### config.mk
export PLATFORM = sky130hd
export DESIGN_NAME = lp_result_collector
export DESIGN_NICKNAME = d
export VERILOG_FILES = /design/src/rtl/lp_result_collector.sv
export SDC_FILE = /design/constraint.sdc
export NUM_CORES = 1
export LEC_CHECK = 0
export CAP_MARGIN = 10
export CORE_AREA = 3 3 235 237
export DETAILED_ROUTE_END_ITERATION = 8
export DIE_AREA = 0 0 238 240
export GPL_TIMING_DRIVEN = 0
export SLEW_MARGIN = 30
export SYNTH_ARGS = -nofsm -noshare
export SYNTH_HDL_FRONTEND = slang
export SYNTH_SLANG_ARGS = --single-unit
### constraint.sdc
create_clock -name clk -period 4.4 [get_ports clk]
set_clock_uncertainty 0.05 [all_clocks]
set_input_delay 0.66 -clock clk [delete_from_list [all_inputs] [get_ports clk]]
set_output_delay 0.66 -clock clk [all_outputs]
set_load 0.005 [all_outputs]
### src/rtl/lp_result_collector.sv
// lp_result_collector: deskews LANES systolic down-streams in per-lane FIFOs and merges aligned words into one wide AXI-Stream beat.
// Define LP_COLLECT_TUSER_CHECK_EN to keep every lane's tuser and flag cross-lane tuser disagreement.
module lp_result_collector #(
    parameter int LANES      = 4,
    parameter int DATA_WIDTH = 16,
    parameter int FIFO_DEPTH = 4,
    parameter int ID_WIDTH   = 8,
    parameter int DEST_WIDTH = 8,
    parameter int USER_WIDTH = 8
) (
    input  logic                        clk,
    input  logic                        rst_n,
    input  logic [LANES*DATA_WIDTH-1:0] s_axis_down_tdata,
    input  logic [LANES-1:0]            s_axis_down_tvalid,
    output logic [LANES-1:0]            s_axis_down_tready,
    input  logic [LANES-1:0]            s_axis_down_tlast,
    input  logic [LANES*ID_WIDTH-1:0]   s_axis_down_tid,
    input  logic [LANES*DEST_WIDTH-1:0] s_axis_down_tdest,
    input  logic [LANES*USER_WIDTH-1:0] s_axis_down_tuser,
    output logic [LANES*DATA_WIDTH-1:0] m_axis_tdata,
    output logic                        m_axis_tvalid,
    input  logic                        m_axis_tready,
    output logic                        m_axis_tlast,
    output logic [ID_WIDTH-1:0]         m_axis_tid,
    output logic [DEST_WIDTH-1:0]       m_axis_tdest,
    output logic [USER_WIDTH-1:0]       m_axis_tuser,
    output logic                        err_unaligned_data,
    output logic                        err_user_flag
);
    localparam int AW = $clog2(FIFO_DEPTH);
`ifdef LP_COLLECT_TUSER_CHECK_EN
    localparam int UL = LANES;
`else
    localparam int UL = 1;
`endif

    typedef enum logic [1:0] {ST_IDLE, ST_PKT, ST_RESYNC} state_t;
    state_t state;

    logic [DATA_WIDTH-1:0] mem_data [LANES][FIFO_DEPTH];
    logic                  mem_last [LANES][FIFO_DEPTH];
    logic [USER_WIDTH-1:0] mem_user [UL][FIFO_DEPTH];
    logic [ID_WIDTH-1:0]   mem_id   [FIFO_DEPTH];
    logic [DEST_WIDTH-1:0] mem_dest [FIFO_DEPTH];
    logic [AW:0]           wr_ptr   [LANES];
    logic [AW:0]           rd_ptr   [LANES];

    logic [LANES-1:0]            empty, full, push, pop, drop, head_last, need, need_next;
    logic [LANES*DATA_WIDTH-1:0] head_data;
    logic                        load, mixed, unused_lanes;

    always_comb begin
        for (int i = 0; i < LANES; i++) begin
            empty[i] = wr_ptr[i] == rd_ptr[i];
            full[i] = wr_ptr[i] == {~rd_ptr[i][AW], rd_ptr[i][AW-1:0]};
            head_last[i] = mem_last[i][rd_ptr[i][AW-1:0]];
            head_data[i*DATA_WIDTH +: DATA_WIDTH] = mem_data[i][rd_ptr[i][AW-1:0]];
        end
    end

    assign s_axis_down_tready = {LANES{rst_n}} & ~full;
    assign push      = s_axis_down_tvalid & s_axis_down_tready;
    assign load      = state != ST_RESYNC && empty == '0 && (!m_axis_tvalid || m_axis_tready);
    assign mixed     = |head_last && !(&head_last);
    // while resyncing, lanes still owing a tlast word discard one word per clock
    assign drop      = state == ST_RESYNC ? need & ~empty : '0;
    assign pop       = {LANES{load}} | drop;
    assign need_next = need & ~(drop & head_last);

    // tid/tdest (and tuser without the checker) beyond lane 0 are never forwarded
`ifdef LP_COLLECT_TUSER_CHECK_EN
    assign unused_lanes = ^{s_axis_down_tid[LANES*ID_WIDTH-1:ID_WIDTH],
                            s_axis_down_tdest[LANES*DEST_WIDTH-1:DEST_WIDTH]};
`else
    assign unused_lanes = ^{s_axis_down_tid[LANES*ID_WIDTH-1:ID_WIDTH],
                            s_axis_down_tdest[LANES*DEST_WIDTH-1:DEST_WIDTH],
                            s_axis_down_tuser[LANES*USER_WIDTH-1:USER_WIDTH]};
`endif

    always_ff @(posedge clk) begin
        for (int i = 0; i < LANES; i++) begin
            if (push[i]) begin
                mem_data[i][wr_ptr[i][AW-1:0]] <= s_axis_down_tdata[i*DATA_WIDTH +: DATA_WIDTH];
                mem_last[i][wr_ptr[i][AW-1:0]] <= s_axis_down_tlast[i];
            end
        end
        for (int i = 0; i < UL; i++) begin
            if (push[i]) mem_user[i][wr_ptr[i][AW-1:0]] <= s_axis_down_tuser[i*USER_WIDTH +: USER_WIDTH];
        end
        if (push[0]) begin
            mem_id[wr_ptr[0][AW-1:0]] <= s_axis_down_tid[ID_WIDTH-1:0];
            mem_dest[wr_ptr[0][AW-1:0]] <= s_axis_down_tdest[DEST_WIDTH-1:0];
        end
    end

    always_ff @(posedge clk or negedge rst_n) begin
        if (!rst_n) begin
            for (int i = 0; i < LANES; i++) begin
                wr_ptr[i] <= '0;
                rd_ptr[i] <= '0;
            end
        end else begin
            for (int i = 0; i < LANES; i++) begin
                if (push[i]) wr_ptr[i] <= wr_ptr[i] + 1'b1;
                if (pop[i]) rd_ptr[i] <= rd_ptr[i] + 1'b1;
            end
        end
    end

`ifdef LP_COLLECT_TUSER_CHECK_EN
    logic user_diff;
    always_comb begin
        user_diff = 1'b0;
        for (int i = 1; i < LANES; i++)
            user_diff = user_diff | (mem_user[i][rd_ptr[i][AW-1:0]] != mem_user[0][rd_ptr[0][AW-1:0]]);
    end
`else
    assign err_user_flag = 1'b0;
`endif

    always_ff @(posedge clk or negedge rst_n) begin
        if (!rst_n) begin
            state <= ST_IDLE;
            need <= '0;
            m_axis_tvalid <= 1'b0;
            m_axis_tdata <= '0;
            m_axis_tlast <= 1'b0;
            m_axis_tid <= '0;
            m_axis_tdest <= '0;
            m_axis_tuser <= '0;
            err_unaligned_data <= 1'b0;
`ifdef LP_COLLECT_TUSER_CHECK_EN
            err_user_flag <= 1'b0;
`endif
        end else if (load) begin
            m_axis_tvalid <= 1'b1;
            m_axis_tdata <= head_data;
            m_axis_tlast <= mixed | head_last[0];
            m_axis_tid <= mem_id[rd_ptr[0][AW-1:0]];
            m_axis_tdest <= mem_dest[rd_ptr[0][AW-1:0]];
            m_axis_tuser <= mem_user[0][rd_ptr[0][AW-1:0]];
            state <= mixed ? ST_RESYNC : head_last[0] ? ST_IDLE : ST_PKT;
            need <= mixed ? ~head_last : '0;
            err_unaligned_data <= err_unaligned_data | mixed;
`ifdef LP_COLLECT_TUSER_CHECK_EN
            err_user_flag <= err_user_flag | user_diff;
`endif
        end else begin
            if (m_axis_tready) m_axis_tvalid <= 1'b0;
            if (state == ST_RESYNC) begin
                need <= need_next;
                if (need_next == '0) state <= ST_IDLE;
            end
        end
    end
endmodule
==> impl_metrics.toml <==
[floorplanning]
die_w_um = 238
io_pins = 267
die_area_um2 = 57100
start_util_pct = 34.7
core_area_um2 = 53500
die_h_um = 240
row_count = 85

[timing]
drv_slew = 0
tightest_slew_ns = 0.959
finalCritPeriodShare_pct = 93.9
max_slew_margin_pct = 36.0
setup_ws_ns = 0.269
timing.final.hold_violations = 0
rsz0062_at_grt = "no"
fin_tns_setup_ns = 0
setup-violations-final = 0
period_needed_ns = 4.13
fmax_mhz = 242

[grt]
grt_max_degree = 56
antenna_found_initial = 2
grt_pass1_vias = 9593
grt_pass1_wl_um = 58600
grt-ovfl-total = 0
grt_usage_pct = 13.6

[critical_path]
cp.required_ns = 3.69
critPathMostFrequentCell = "buf_16"
start_kind = "input pin"
max_stage_delay_ns = 0.63
crit_fanout = 55
arrival_ns = 3.42
cp-end-kind = "output port"
worstSetupPathType = "in -> out"
cp_slowest_cell = "clkdlybuf4s50_1"
path_cells = "dlygate4sd3_1 -> buf_8 -> buf_16 -> buf_16 -> inv_1 -> a31oi_1 -> clkdlybuf4s50_1"

[drt]
post-route-drc-count = 0
firstDrtPassIters = 4
route.antenna.remaining_nets = 0
routedWlPerCell_um = 20.6
vias = 8955
wl_um = 38500
drt-initial-drc-count = 472
vias_per_cell = 4.80

[placement]
place_ws_ns = 0.671
place.gp.congestion = 0.709
io_buffers = 193
hpwlAfterDp_um = 24700

[cells_and_area]
drive_above_1_share_pct = 27.5
multi_input_area_um2 = 4290
fillers = 4645
syn2layout_area_growth_pct = 25.5
post-route-util_pct = 43.6
seq_area_um2 = 14100
final_nets = 1313

[clock_network]
cts_root_buf = "clkbuf_16"
cts_setup_buffers = 0
clk_latency_ns = 0.58
cts_made_buffers = 52
clkTransAtPathRegs_ns = 0.06
clk_path_buf_depth = 3
cts_tree = "yes"
cts_sinks = 489
htreeDepth = 2

[synth]
synth_top_area_share_pct = 59.5
netlist_area_um2 = 18600
synthFlopType = "edfxtp_1"
yosysWarnings = 0
ys_ff_latch = 489
synth.most_common_cell = "edfxtp_1"
synthCells = 868
async_reset_ff_share_pct = 24.7
syn_nets = 1059
syn_avg_cell_area_um2 = 21.4
ys_seq_area_share_pct = 75.8
synth_top_area_cell = "edfxtp_1"
synth_edf_count = 368
synth_cell_types = 43
yosys-top-cells-count = "368 x edfxtp_1, 121 x dfrtp_1, 96 x mux2_2"
synth.area.top_cells = "edfxtp_1 60%, dfrtp_1 16%, mux4_2 10%, mux2_2 5.8%, ha_1 1.3%"

[run]
cap_violations = 0

[power]
leakage_uw = 0.00809
power_density_nw_per_um2 = 728
ir_worst_vdd_mv = 0.355

[outcome]
status = "complete, no violations"

[worst_hold_path]
hold_path.class = "reg -> reg"
[cells by family (layout without fill, tap and decap cells)]
family	count (synthesis)	count (layout)	share of synthesized area, %
other cells	1	3	0.0202
xor+xnor	24	24	1.13
flops	489	489	75.8
fa+ha+maj	20	20	1.35
compound gates	34	34	1.25
buf+inv	51	349	1.29
mux	191	191	17.3
simple gates	58	58	1.87
[registers in the layout, indices dropped and copies added, names as in the netlist]
| register | flops |
|---|---|
| err_unaligned_data | 1 |
| m_axis_tvalid | 1 |
| rd_ptr | 12 |
| mem_dest | 32 |
| m_axis_tdata | 64 |
| mem_user | 32 |
| mem_data | 256 |
| m_axis_tdest | 8 |
| m_axis_tid | 8 |
| state | 2 |
| m_axis_tlast | 1 |
| m_axis_tuser | 8 |
| wr_ptr | 12 |
| need | 4 |
| mem_last | 16 |
| mem_id | 32 |
[worst max-delay path: cells and delay by family]
kind                   cells  cell delay (ns)
buffers and inverters      6             2.26
AO/OA/AOI/OAI              1             0.39
[final cells by class]
| cell class | count | area share, % |
|---|---|---|
| well taps | 696 | 3.74 |
| inverters | 15 | 0.242 |
| clock inverters | 34 | 1.44 |
| plain buffers | 36 | 0.827 |
| diodes | 2 | 0.0215 |
| repair buffers | 200 | 8.93 |
| flip-flops and latches | 489 | 60.4 |
| clock buffers | 64 | 6.00 |
| multi-input cells | 328 | 18.4 |
[cell usage in the layout, fill, tap and decap left out, types with 10 or more instances in the layout]
cell,Yosys,layout
buf_2,12,13
inv_1,14,14
xnor2_1,11,11
mux2_2,96,96
ha_1,20,20
dfrtp_1,121,121
edfxtp_1,368,368
and3_2,0,11
nand2_1,12,12
clkbuf_1,10,17
clkinv_2,0,10
clkdlybuf4s50_1,0,192
xor2_1,13,13
clkbuf_16,0,53
mux4_2,86,86
[layer usage]
| layer | vias to the layer above | share of wire [%] | routed length, µm | track usage [%] |
|---|---|---|---|---|
| li1 | 4001 | - | - | - |
| met5 | - | 0.044 | 17 | 0 |
| met2 | 179 | 50 | 19100 | 22.9 |
| met4 | 2 | 1.8 | 710 | 3.59 |
| met1 | 4718 | 43 | 16500 | 17.6 |
| met3 | 55 | 5.5 | 2130 | 3.58 |
[repair_timing]
| item | CTS | global route |
|---|---|---|
| endpoints found under the hold margin | 35 | 0 |
| hold buffers | 1 | 0 |
| setup endpoints to repair | 0 | 2 |
| gates resized for setup | 0 | 2 |
[where the power goes]
| group | total (µW) | leakage (µW) | switching (µW) | internal [µW] |
|---|---|---|---|---|
| clock | 4400 | 0.000836 | 1780 | 2610 |
| sequential | 6520 | 0.00476 | 448 | 6070 |
| combinational | 6060 | 0.00249 | 2750 | 3320 |
[path summary, 6_finish.rpt]
| check | startpoint | to | slack [ns] | depth (start not counted) |
|---|---|---|---|---|
| worst max-delay path | rst_n | s_axis_down_tready[2] | 0.27 | 7 |
| worst min-delay path | err_unaligned_data$_DFFE_PN0P_ | err_unaligned_data$_DFFE_PN0P_ | 0.43 | 1 |
| worst max register to register | rd_ptr[7]$_DFFE_PN0P_ | m_axis_tdata[33]$_DFFE_PN0P_ | 1.77 | 8 |
| worst min register to register | err_unaligned_data$_DFFE_PN0P_ | err_unaligned_data$_DFFE_PN0P_ | 0.43 | 1 |
| max in group asynchronous | rst_n | m_axis_tdata[21]$_DFFE_PN0P_ | 2.90 | 4 |
| min in group asynchronous | rst_n | m_axis_tdata[62]$_DFFE_PN0P_ | 0.50 | 2 |
[metrics by stage]
step | hold slack, ns | cells | total power, µW | instance area [µm²]
finish | 0.426 | 1864 | 17000 | 23300
global route | 0.449 | 1863 | 18000 | 23300
global placement | 0.399 | 1757 | 12700 | 21400
CTS | 0.440 | 1862 | 17300 | 23300
detailed placement | 0.421 | 1763 | 12800 | 21500
floorplan | 0.314 | 868 | 10400 | 18600
(Power assumes the default switching activity.)
